===== config.mk =====
export PLATFORM = sky130hd
export DESIGN_NAME = tank_shot_ctrl
export DESIGN_NICKNAME = d
export VERILOG_FILES = /design/src/rtl/tank_shot_ctrl.sv
export SDC_FILE = /design/constraint.sdc
export NUM_CORES = 1
export LEC_CHECK = 0
export CORE_AREA = 4 4 60 90
export DETAILED_ROUTE_END_ITERATION = 10
export DIE_AREA = 0 0 64 94
export PLACE_DENSITY = 0.89
export SYNTH_ARGS = -nofsm -noshare
export SYNTH_HDL_FRONTEND = slang
export SYNTH_SLANG_ARGS = --single-unit

===== constraint.sdc =====
create_clock -name frame_clk -period 3.3 [get_ports frame_clk]
set_input_delay 0.66 -clock frame_clk [delete_from_list [all_inputs] [get_ports frame_clk]]
set_output_delay 0.66 -clock frame_clk [all_outputs]
set_load 0.1 [all_outputs]

===== src/rtl/tank_shot_ctrl.sv =====
// Tank shot controller.
// Launches one shot from the barrel tip on a fire-key press and moves it
// SHOT_STEP pixels per frame along the facing latched at launch. The shot ends
// when it is hit or when its next step would leave the screen. A refire
// cooldown of COOLDOWN_FRAMES frames follows every shot.
module tank_shot_ctrl #(
    parameter int SHOT_STEP       = 4,
    parameter int COOLDOWN_FRAMES = 30,
    parameter int X_MIN           = 0,
    parameter int X_MAX           = 639,
    parameter int Y_MIN           = 0,
    parameter int Y_MAX           = 479
) (
    input  logic       frame_clk,
    input  logic       Reset,
    input  logic       fire,
    input  logic       hit,
    input  logic [9:0] BarrelX,
    input  logic [9:0] BarrelY,
    input  logic [1:0] p_direction,
    output logic [9:0] ShotX,
    output logic [9:0] ShotY,
    output logic       shot_active,
    output logic [1:0] ctrl_state,
    output logic [7:0] shots_fired
);

    typedef enum logic [1:0] {
        ST_IDLE     = 2'b00,
        ST_FLIGHT   = 2'b01,
        ST_COOLDOWN = 2'b10
    } state_t;

    localparam logic [1:0] DIR_LEFT  = 2'b00;
    localparam logic [1:0] DIR_RIGHT = 2'b01;
    localparam logic [1:0] DIR_DOWN  = 2'b10;
    localparam logic [1:0] DIR_UP    = 2'b11;

    // Counter is sized to hold COOLDOWN_FRAMES-1; a one-frame cooldown still needs one bit.
    localparam int             CD_W    = (COOLDOWN_FRAMES > 1) ? $clog2(COOLDOWN_FRAMES) : 1;
    localparam logic [CD_W-1:0] CD_INIT = CD_W'(COOLDOWN_FRAMES - 1);

    localparam logic [9:0]  STEP_10 = 10'(SHOT_STEP);
    // Bound limits in 11 bits so X_MIN+SHOT_STEP and X_MAX-SHOT_STEP cannot wrap.
    localparam logic [10:0] X_LO = 11'(X_MIN + SHOT_STEP);
    localparam logic [10:0] X_HI = 11'(X_MAX - SHOT_STEP);
    localparam logic [10:0] Y_LO = 11'(Y_MIN + SHOT_STEP);
    localparam logic [10:0] Y_HI = 11'(Y_MAX - SHOT_STEP);

    state_t          r_state;
    logic [9:0]      r_shot_x;
    logic [9:0]      r_shot_y;
    logic [1:0]      r_shot_dir;
    logic            r_shot_active;
    logic [7:0]      r_shots_fired;
    logic [CD_W-1:0] r_cd_cnt;
    logic            r_fire_prev;

    logic            w_fire_edge;
    logic            w_out_of_bounds;
    logic            w_terminate;
    logic [10:0]     w_x_ext;
    logic [10:0]     w_y_ext;

    assign w_fire_edge = fire & ~r_fire_prev;
    assign w_x_ext     = {1'b0, r_shot_x};
    assign w_y_ext     = {1'b0, r_shot_y};
    assign w_terminate = hit | w_out_of_bounds;

    // Would the next step along the latched direction cross a screen bound?
    always_comb begin
        w_out_of_bounds = 1'b0;
        case (r_shot_dir)
            DIR_LEFT:  w_out_of_bounds = (w_x_ext < X_LO);
            DIR_RIGHT: w_out_of_bounds = (w_x_ext > X_HI);
            DIR_DOWN:  w_out_of_bounds = (w_y_ext > Y_HI);
            DIR_UP:    w_out_of_bounds = (w_y_ext < Y_LO);
            default:   w_out_of_bounds = 1'b0;
        endcase
    end

    // Shot state machine with registered position, activity, counters and fire history.
    always_ff @(posedge frame_clk or posedge Reset) begin
        if (Reset) begin
            r_state       <= ST_IDLE;
            r_shot_x      <= '0;
            r_shot_y      <= '0;
            r_shot_dir    <= DIR_LEFT;
            r_shot_active <= 1'b0;
            r_shots_fired <= '0;
            r_cd_cnt      <= '0;
            r_fire_prev   <= 1'b0;
        end else begin
            // Fire history tracks the key in every state so a held key never relaunches.
            r_fire_prev <= fire;
            case (r_state)
                ST_IDLE: begin
                    if (w_fire_edge) begin
                        r_shot_x      <= BarrelX;
                        r_shot_y      <= BarrelY;
                        r_shot_dir    <= p_direction;
                        r_shot_active <= 1'b1;
                        r_shots_fired <= r_shots_fired + 8'd1;
                        r_state       <= ST_FLIGHT;
                    end
                end
                ST_FLIGHT: begin
                    if (w_terminate) begin
                        // Position freezes where the shot ended.
                        r_shot_active <= 1'b0;
                        r_cd_cnt      <= CD_INIT;
                        r_state       <= ST_COOLDOWN;
                    end else begin
                        case (r_shot_dir)
                            DIR_LEFT:  r_shot_x <= r_shot_x - STEP_10;
                            DIR_RIGHT: r_shot_x <= r_shot_x + STEP_10;
                            DIR_DOWN:  r_shot_y <= r_shot_y + STEP_10;
                            default:   r_shot_y <= r_shot_y - STEP_10;
                        endcase
                    end
                end
                ST_COOLDOWN: begin
                    if (r_cd_cnt == '0) begin
                        r_state <= ST_IDLE;
                    end else begin
                        r_cd_cnt <= r_cd_cnt - 1'b1;
                    end
                end
                default: begin
                    // Unused encoding recovers to a quiet IDLE.
                    r_state       <= ST_IDLE;
                    r_shot_active <= 1'b0;
                end
            endcase
        end
    end

    assign ShotX       = r_shot_x;
    assign ShotY       = r_shot_y;
    assign shot_active = r_shot_active;
    assign ctrl_state  = r_state;
    assign shots_fired = r_shots_fired;

endmodule


-- After elaboration in Yosys (flattened, before gate mapping)
Index checks and enable logic that the tools add are counted.
- flip-flop bits (word level): 39
- output and inout bits: 31
- memories kept: 0
- bits in read-only memories: 0
- input port bits: 26
- bits in latches: 0
- memory bits (writable): 0
- eq/ne operators: 12
- add/subtract/negate cells: 6
- bitwise gates (word level): 4
- magnitude comparators: 4
- div/mod/pow operators: 0
- mux-type cells: 19
- reductions and logical operators: 12
- multipliers: 0
- shifts and indexed selects: 0
- operators by type and width (cell ; number):
    $pmux 10 s2 ; 4
    $mux 10 ; 4
    $add 10x3->10 const B ; 2
    $lt 10x3->1 const B ; 2
    $sub 10x3->10 const B ; 2
    $ne 2x2->1 const B ; 6
    $gt 10x10->1 const B ; 1
    $gt 10x9->1 const B ; 1
    $mux 5 ; 2
    $pmux 5 s2 ; 1
    $reduce_and 3->1 ; 3
    $add 8x1->8 const B ; 1
    $reduce_and 4->1 ; 2
    $eq 2x2->1 const B ; 3
    $mux 2 ; 3
    $pmux 2 s3 ; 1
    $logic_not 5->1 ; 1
    $sub 5x1->5 const B ; 1
    $eq 2x1->1 const B ; 2
    $logic_not 2->1 ; 2
    $pmux 1 s4 ; 1
    $reduce_bool 2->1 ; 2
    $ne 3x3->1 const B ; 1
    $pmux 1 s3 ; 1
    6 further kinds ; 8

-- Depth between registers and ports, before layout
Gate-level depths: netlist (run 1).
- depth after elaboration: 5
- mapped depth: 8
- gate-level depth less buffers: 7

-- Least setup slack after synthesis (run 1)
No wires, ideal clock.
- path type: reg-to-reg
- start point: register r_shot_x[2], in the netlist ShotX[2]
- end point: register r_shot_x[7], in the netlist ShotX[7]
- data arrival time: 2.576 ns
- buffers on the path: 1
- path slack: 0.603 ns
- clock period less this slack: 2.697 ns
- required time: 3.179 ns
- cell stages (with the launch flop): 9
- cell sequence: dfrtp_1 -> inv_1 -> ha_1 -> or4b_4 -> o311ai_2 -> a311oi_2 -> buf_6 -> o22a_1 -> o21a_1
- cells in the longest elaborated chain, start to end: 5
- elaborated cells between the ends (all ways): 11
- classes of those cells: add/sub (2); order compare (2); eq/ne (1); mux (4); bitwise (1); reduce/logical (1)
- ends and longest elaborated chain (item ; line ; RTL):
    from (decl) ; 51 ; logic [9:0] r_shot_x;
    from (signal assigned) ; 99 ; r_shot_x <= BarrelX;
    from (signal assigned) ; 115 ; DIR_LEFT: r_shot_x <= r_shot_x - STEP_10;
    from (signal assigned) ; 116 ; DIR_RIGHT: r_shot_x <= r_shot_x + STEP_10;
    $gt 10x10->1 / $lt 10x3->1 (equally long branches) ; 75, 74 ;
    $pmux 1 s4 ; 73 ; case (r_shot_dir)
    $or 1x1->1 ; 68 ; assign w_terminate = hit | w_out_of_bounds;
    $ne 2x2->1 (no line) ; - ;
    $reduce_and 4->1 (no line) ; - ;
Parallel ways exist; a longest one is shown, timed or not. The select of a mux whose other input is x is not followed.
A chain may end at the register's enable or synchronous reset.

-- Worst setup path in the final report (run 1)
- start point: register r_shot_x[2], in the netlist ShotX[2]
- end point: register r_shot_x[6], in the netlist ShotX[6]
The elaborated chain is that of the path after synthesis.

==> run metrics, run 1 <==
CP Max Fanout 13; CP peak stage delay 490 ps; GRT Total Usage 19.9%; Initial Util 50.2%; max cap viols 0; number of enable flip-flop cells after synthesis 0; Die Height 94 um; GRT met3 Usage 3.47%; crit end category flop; DRT Pass-1 Iters 4; post-synthesis mux area share 3.82%; routed wire length 5870 um; Worst path slowest cell or4b_4; met1 usage 23.1%; RSZ-0062 raised after global routing false; Seq cells post-synth 39; CP Cell Sequence inv_1, ha_1, or4b_4, o311ai_2, a311oi_2, buf_4, o22a_1, o221a_2; Crit path arrival time 2550 ps; clock tree buffer depth 2; R2R Path Start ShotX[2]$_DFFE_PP0P_; CP Launch Point ShotX[2]$_DFFE_PP0P_; Least-Margin Pin Slew 885 ps; Critical Path RT 3480 ps; Synth async-reset ratio 100%; setup TNS 0 ps; max_slew headroom 40.6%; Placer Congestion 0.922; status completed; ports placed on the boundary 57; Post-Synth XOR/XNOR Area 4.46%; Hold Startpoint shots_fired[7]$_DFFE_PP0P_; Die Footprint 0.00602 mm^2; clock sink total 39; vias per cell 5.70; Port-buffer cells 56; Synth top cells by count nand2_1 (45), dfrtp_1 (39), nor3_1 (17), inv_1 (12), nor2_1 (12); Top Usage Layer GRT met2; unique cell type count in the Yosys netlist 50; TritonCTS Buffers 5; Hold WS 472 ps; Worst Setup Start Kind flop; placed wire-length estimate 4190 um; complex-gate fraction of the synthesized area 15.4%; met2 Track Usage GR 34.6%; fin crit period 2370 ps; Inserted Diodes 0; Die Span X 64 um; number of remaining DRC errors 0; Hold Path Class flop to flop; Synth top area share 41.4%; largest family of logic cells by synthesized area simple AND/OR/NAND/NOR gates; Post-DRT Antenna Nets 0; postcts setup bufs 0; clk_lat worst skew 300 ps; H-tree Lvls 2; Layout area overhead 28.8%; adder-cell area share of the yosys netlist 4.78%; CTS tree done; Max Freq 421 MHz; initial antenna violation count 0; share of layout cells above drive strength 1 16.6%; Mapped Avg Cell Area 9.17 um^2; Cell Area, Synth 0.00236 mm^2; cts hold-fix bufs 0; Avg WL per Cell 15.5 um; total gr overflow 0; final hold violations 0; number of global-route vias before repair 2023; Layout Skew 9.74 ps; CTS clk-pin slew, worst paths 80 ps; row cnt 31; YS warnings 0; largest net degree at the start of global routing 40; max-slew violation count 0; post-cts sizing count 0; Clock Tree Root clkbuf_8; Core Area 0.00469 mm^2; sequential element share of the synthesized area 41.4%; simple-gate share of the synthesized area 25.9%; routed vias 2160; DRT iter0 DRCs 119; syn_nets 292; first-pass GRT wire length 9500 um; Final Cycle Share 71.9%; Setup Viol. Count Final 0; most frequent cell after synthesis nand2_1; nets 347; main area contributors after synthesis dfrtp_1 (41%), nand2_1 (7.2%), ha_1 (4.8%); Post-Syn Instances 257; Top FF cell, synth dfrtp_1; Worst Setup Path Type flop to flop; leading area contributor after synthesis dfrtp_1
## stage by stage
stage               utilization (%)  worst slack, ps  std cells  cell area (um^2)
floorplan                         -              603        257              2360
global placement               61.8              778        371              2900
detailed placement             61.8              709        371              2900
CTS                            64.7              931        379              3040
global route                   64.7              835        379              3040
finish                         64.7              926        379              3040
## kinds of logic after synthesis
logic type | count (synthesis)
and+or+nand+nor | 119
DFF | 39
buffers and inverters | 24
muxes | 9
xor gates and xnor gates | 12
adders and majority gates | 9
AOI/OAI and AO/OA | 45
## worst paths after layout
kind	endpoint	slack [ps]	cells after the start
max	ShotX[6]$_DFFE_PP0P_	930	8
min	shots_fired[7]$_DFFE_PP0P_	470	1
max reg2reg	ShotX[6]$_DFFE_PP0P_	930	8
min reg2reg	shots_fired[7]$_DFFE_PP0P_	470	1
max in group asynchronous	ctrl_state[1]$_DFFE_PP0P_	2160	3
min in group asynchronous	shots_fired[7]$_DFFE_PP0P_	780	3
## layer usage
metal | up-vias | share of wire [%]
met3 | 14 | 4.9
met1 | 1033 | 38
met4 | 0 | 2.4
li1 | 1040 | -
met2 | 73 | 54
met5 | - | 0
## registers in the layout, indices dropped and copies added, names as in the netlist
register and flops:
r_fire_prev 1, shot_active 1, ctrl_state 2, ShotY 10, r_cd_cnt 5, r_shot_dir 2
ShotX 10, shots_fired 8
## critical path, delay by kind of cell (launching register included)
| kind | cells | cell delay (ps) |
|---|---|---|
| compound gates | 4 | 800 |
| fa+ha+maj | 1 | 190 |
| buf+inv | 2 | 350 |
| flops | 1 | 430 |
| simple gates | 1 | 490 |
## layout by cell type (no fill, tap or decap), types with 2 or more instances in the layout
master	count
nand3b_1	2
o21ai_0	6
o21a_1	3
a21oi_1	3
xnor2_1	5
or4_1	5
nor2_1	12
o21ai_1	2
clkbuf_8	5
a31oi_1	2
a2bb2oi_1	2
buf_4	35
o31ai_1	3
nand4_1	7
o221a_2	2
ha_1	9
xor2_1	7
bufinv_16	2
and3_1	7
mux2i_1	9
nor2b_1	3
o22a_1	6
nand2_1	45
nor3_1	17
dfrtp_1	39
nand3_1	8
or2_2	2
inv_1	12
clkdlybuf4s50_1	25
o32ai_1	6
## cell type report
class                   instances  area (um^2)
fillers                       373         1660
multi-input cells             194         1280
flip-flops and latches         39          976
repair buffers                 60          513
well taps                      66         82.6
clock buffers                   5         68.8
clock inverters                 3         67.6
inverters                      12         45.0
Power of run 1 is left out: the tool's default activity adds up to more than one toggle a clock period on the data nets, which glitch-free logic cannot reach.
==> run 2: changes to the inputs <==
- CORE_AREA: 4 4 60 90 -> 4 4 65 96
- DIE_AREA: 0 0 64 94 -> 0 0 69 100
- PLACE_DENSITY: 0.89 -> 0.81
- clock period: 3.3 -> 1.9 ns (I/O delays scaled with it)
==> run metrics, run 2 (same netlist as run 1, synthesis figures left out) <==
status finished, violations left; failing checks setup timing; fin crit period 2200 ps (-176 ps); Placer Congestion 0.905 (-1.9%); Port-buffer cells 56 (unchanged); clock tree buffer depth 2 (unchanged); Hold Path Class input port to async pin; GRT Total Usage 22.2% (+2.3 points); Die Span X 69 um (+7.8%); clock sink total 39 (unchanged); Hold WS 457 ps (-15.1 ps); Inst Count DP 415 (+12%); R2R setup slack -300 ps (-1220 ps); largest net degree at the start of global routing 40 (unchanged); Setup Viol. Count Final 24 (+24); RSZ-0062 raised after global routing true; ports placed on the boundary 57 (unchanged); crit end category flop; Critical Path RT 2090 ps (-1390 ps); Clock Tree Root clkbuf_8; placed wire-length estimate 5340 um (+27%); Post-DRT Antenna Nets 0 (unchanged); TritonCTS Buffers 5 (unchanged); FILL cells 371 (-0.54%); Layout Skew 5.60 ps (-4.13 ps); routed wire length 7750 um (+32%); vias per cell 5.72 (+0.29%); DRT Pass-1 Iters 4 (unchanged); Least-Margin Pin Slew 505 ps (-380 ps); max-slew violation count 0 (unchanged); Final Cycle Share 116% (+44 points); Die Height 100 um (+6.4%); number of global-route vias before repair 2606 (+29%); Inserted Diodes 0 (unchanged); Initial Util 43.3% (-7.0 points); most frequent cells in the layout buf_4 (46), nand2_1 (45), buf_12 (32); final hold violations 0 (unchanged); Layout Cells excl Fill 433 (+14%); share of layout cells above drive strength 1 43.3% (+27 points); Avg WL per Cell 17.9 um (+16%); number of remaining DRC errors 0 (unchanged); Core Area 0.00545 mm^2 (+16%); CP Max Fanout 5 (-8); commonest non-fill, non-tap cell in the layout buf_4; Final WS setup -298 ps (-1220 ps); clk_lat worst skew 290 ps (about the same); nets 397 (+14%); Die Footprint 0.00690 mm^2 (+15%); Crit path arrival time 2390 ps (-160 ps); Layout area overhead 73.4%; cts hold-fix bufs 0 (unchanged); Worst Setup Start Kind flop; routed vias 2475 (+15%); max_slew headroom 65.9% (+25 points); Max Freq 455 MHz (+8.0%); Post-Place Worst Slack -303 ps (-1010 ps); row cnt 33 (+6.5%); Worst Setup Path Type flop to flop; CTS clk-pin slew, worst paths 90 ps (about the same); total gr overflow 0 (unchanged); DRT iter0 DRCs 136 (+14%); max cap viols 0 (unchanged); H-tree Lvls 2 (unchanged); first-pass GRT wire length 12400 um (+31%); initial antenna violation count 0 (unchanged); CTS tree done
run 2: changes by cell type in the layout (fill, tap and decap cells not counted), moves of 4 or more:
| cell | delta |
|---|---|
| inv_1 | -4 |
| nor3_2 | +8 |
| buf_12 | +32 |
| dfrtp_2 | +13 |
| dfrtp_4 | +7 |
| nor3_1 | -10 |
| inv_4 | +4 |
| dfrtp_1 | -20 |
| and3_1 | -5 |
| and3_4 | +5 |
| buf_4 | +11 |
| buf_6 | +6 |
run 2: through the flow:
| step | cell area (um^2) | TNS (ps) | util, % |
|---|---|---|---|
| 6_report | 4090 | -3750 | 75.0 |
| 3_5_place_dp | 3770 | -3290 | 69.1 |
| 2_1_floorplan | 2560 | -3570 | - |
| 4_1_cts | 3990 | -2770 | 73.3 |
| 5_1_grt | 4090 | -5900 | 75.0 |
| 3_3_place_gp | 3770 | -2550 | 69.1 |
run 2: what timing repair did:
item | CTS | global route
cloned | 1 | 0
resized for setup | 20 | 12
buffers inserted | 4 | 6
setup endpoints to repair | 24 | 24
pin swaps | 8 | 13
run 2: critical path: stages, from the launching register on:
cell	delay [ps]
dfrtp_4	490
inv_4	70
ha_4	120
or4b_4	470
o311ai_4	240
a311oi_2	70
buf_4	180
o22a_1	200
o221a_2	240
run 2: area by class of cell:
cell class              instances  area, um^2  area share [%]
repair buffers                110        1310            32.0
flip-flops and latches         39        1020            24.9
well taps                      70        87.6            2.14
clock buffers                   5        68.8            1.68
multi-input cells             194        1510            36.8
clock inverters                 3        43.8            1.07
inverters                      12        55.1            1.35
run 2: path summary, 6_finish.rpt:
check | from | endpoint | cells past startpoint
worst max-delay path | ShotX[3]$_DFFE_PP0P_ | ShotX[6]$_DFFE_PP0P_ | 8
worst min-delay path | Reset | ShotY[3]$_DFFE_PP0P_ | 3
worst max register to register | ShotX[3]$_DFFE_PP0P_ | ShotX[6]$_DFFE_PP0P_ | 8
worst min register to register | shots_fired[7]$_DFFE_PP0P_ | shots_fired[7]$_DFFE_PP0P_ | 1
max in group asynchronous | Reset | ShotX[2]$_DFFE_PP0P_ | 3
min in group frame_clk | shots_fired[7]$_DFFE_PP0P_ | shots_fired[7]$_DFFE_PP0P_ | 1
run 2: layer usage:
layer  routed length (um)  share of wire (%)  track usage, %  vias up
met4                  304                3.9            11.3        0
met1                 2930                 38            25.0     1225
met2                 4140                 53            40.0       93
met5                    0                  0               0        -
li1                     -                  -               -     1134
met3                  375                4.8            4.01       23
Power of run 2 is left out for the same reason.
==> run 3: changes to the inputs <==
- GPL_TIMING_DRIVEN: not set -> 0
- TNS_END_PERCENT: not set -> 10
==> run metrics, run 3 (same netlist as run 1, synthesis figures left out) <==
FILL cells 477 (+29%); initial antenna violation count 0 (unchanged); CP peak stage delay 520 ps (+30 ps); first-pass GRT wire length 10600 um (-15%); failing checks setup timing; Initial Util 43.3% (unchanged); Worst Setup Start Kind flop; routed vias 2244 (-9.3%); CP Max Fanout 5 (unchanged); Layout area overhead 41.3%; vias per cell 5.62 (-1.6%); Avg WL per Cell 16.1 um (-9.9%); CP Cell Sequence inv_4, ha_4, or4b_4, o311ai_4, a311oi_4, buf_6, o22a_1, o21a_1; Worst path slowest cell dfrtp_4; DRT Pass-1 Iters 4 (unchanged); Hold Path Class flop to flop; nets 363 (-8.6%); Die Height 100 um (unchanged); clock sink total 39 (unchanged); final hold violations 0 (unchanged); routed wire length 6440 um (-17%); clk_lat worst skew 300 ps (about the same); Critical Path RT 2100 ps (about the same); status finished, violations left; most frequent cells in the layout nand2_1 (45), clkdlybuf4s50_1 (25), dfrtp_1 (24); crit end category flop; Placer Congestion 0.924 (+2.1%); largest net degree at the start of global routing 40 (unchanged); Post-Place Worst Slack -798 ps (-495 ps); Inserted Diodes 0 (unchanged); ports placed on the boundary 57 (unchanged); Core Area 0.00545 mm^2 (unchanged); Layout Skew 16.5 ps (+10.9 ps); row cnt 33 (unchanged); number of global-route vias before repair 2277 (-13%); Clock Tree Root clkbuf_8; Max Freq 449 MHz (-1.2%); Port-buffer cells 56 (unchanged); max_slew headroom 37.0% (-29 points); share of layout cells above drive strength 1 28.6% (-15 points); Post-DRT Antenna Nets 0 (unchanged); max cap viols 0 (unchanged); H-tree Lvls 2 (unchanged); Final WS setup -326 ps (-27.6 ps); Die Footprint 0.00690 mm^2 (unchanged); number of remaining DRC errors 0 (unchanged); Crit path arrival time 2430 ps (+40 ps); total gr overflow 0 (unchanged); Least-Margin Pin Slew 949 ps (+444 ps); TritonCTS Buffers 5 (unchanged); clock tree buffer depth 2 (unchanged); GRT Total Usage 18.7% (-3.5 points); placed wire-length estimate 4470 um (-16%); RSZ-0062 raised after global routing true; CTS tree done; DRT iter0 DRCs 243 (+79%); cts hold-fix bufs 0 (unchanged); Die Span X 69 um (unchanged); CTS clk-pin slew, worst paths 90 ps (about the same); commonest non-fill, non-tap cell in the layout nand2_1; Setup Viol. Count Final 24 (unchanged); Worst Setup Path Type flop to flop; fin crit period 2230 ps (+27.6 ps); Final Cycle Share 117% (+1.5 points); max-slew violation count 0 (unchanged)
## run 3: changes by cell type in the layout (fill, tap and decap cells not counted), moves of 4 or more
| cell | before | now |
|---|---|---|
| buf_4 | 46 | 10 |
| buf_12 | 32 | 0 |
| clkdlybuf4s15_2 | 0 | 23 |
| nor3_1 | 7 | 16 |
| nor3_2 | 9 | 2 |
| clkbuf_1 | 0 | 6 |
| clkbuf_2 | 0 | 6 |
| and3_1 | 2 | 7 |
| and3_4 | 5 | 0 |
| dfrtp_1 | 19 | 24 |
| dfrtp_4 | 7 | 2 |
| buf_6 | 6 | 2 |
## run 3: path summary, 6_finish.rpt
kind	cells past startpoint	slack, ps	start	end
max in group asynchronous	2	730	Reset	ShotX[2]$_DFFE_PP0P_
setup / recovery	8	-330	ShotX[3]$_DFFE_PP0P_	ShotX[7]$_DFFE_PP0P_
setup reg to reg	8	-330	ShotX[3]$_DFFE_PP0P_	ShotX[7]$_DFFE_PP0P_
hold / removal	1	470	shots_fired[7]$_DFFE_PP0P_	shots_fired[7]$_DFFE_PP0P_
hold reg to reg	1	470	shots_fired[7]$_DFFE_PP0P_	shots_fired[7]$_DFFE_PP0P_
min in group asynchronous	2	560	Reset	ShotX[7]$_DFFE_PP0P_
## run 3: critical path, delay by kind of cell, from the launching register on
family | cells | cell delay (ps)
and+or+nand+nor | 1 | 490
AOI/OAI and AO/OA | 4 | 720
DFF | 1 | 520
buffers and inverters | 2 | 260
adders and majority gates | 1 | 130
## run 3: final cells by class
class                      instances  area, um^2  share of cell area (%)
timing repair buffer              65         629                    18.9
clock inverter                     3        43.8                    1.31
multi-input combinational        194        1390                    41.6
buffer                            11        62.6                    1.88
sequential                        39        1000                    30.0
tap                               70        87.6                    2.63
inverter                          12        52.6                    1.58
clock buffer                       5        68.8                    2.07
## run 3: per-layer routing
layer	part of all wire (%)	track usage, %	vias to the layer above	routed length, um
met5	0	0	-	0
li1	-	-	1076	-
met2	53	33.6	71	3410
met1	40	21.2	1079	2590
met4	2.5	8.42	0	160
met3	4.3	3.81	18	274
## run 3: timing repair
action	CTS	global route
setup endpoints to repair	69	44
cloned	1	0
setup buffers	8	0
pin swaps	8	1
gates resized for setup	100	22
## run 3: stage by stage
stage / cell area, um^2 / hold slack [ps] / setup TNS, ps / util, % / std cells
detailed placement: 3050 / 459 / -17940 / 56.0 / 383
CTS: 3300 / 472 / -3790 / 60.5 / 399
floorplan: 2410 / 411 / -8540 / - / 257
finish: 3330 / 468 / -3500 / 61.1 / 399
global placement: 3050 / 457 / -28820 / 56.0 / 383
global route: 3330 / 497 / -5880 / 61.1 / 399
Power of run 3 is left out for the same reason.
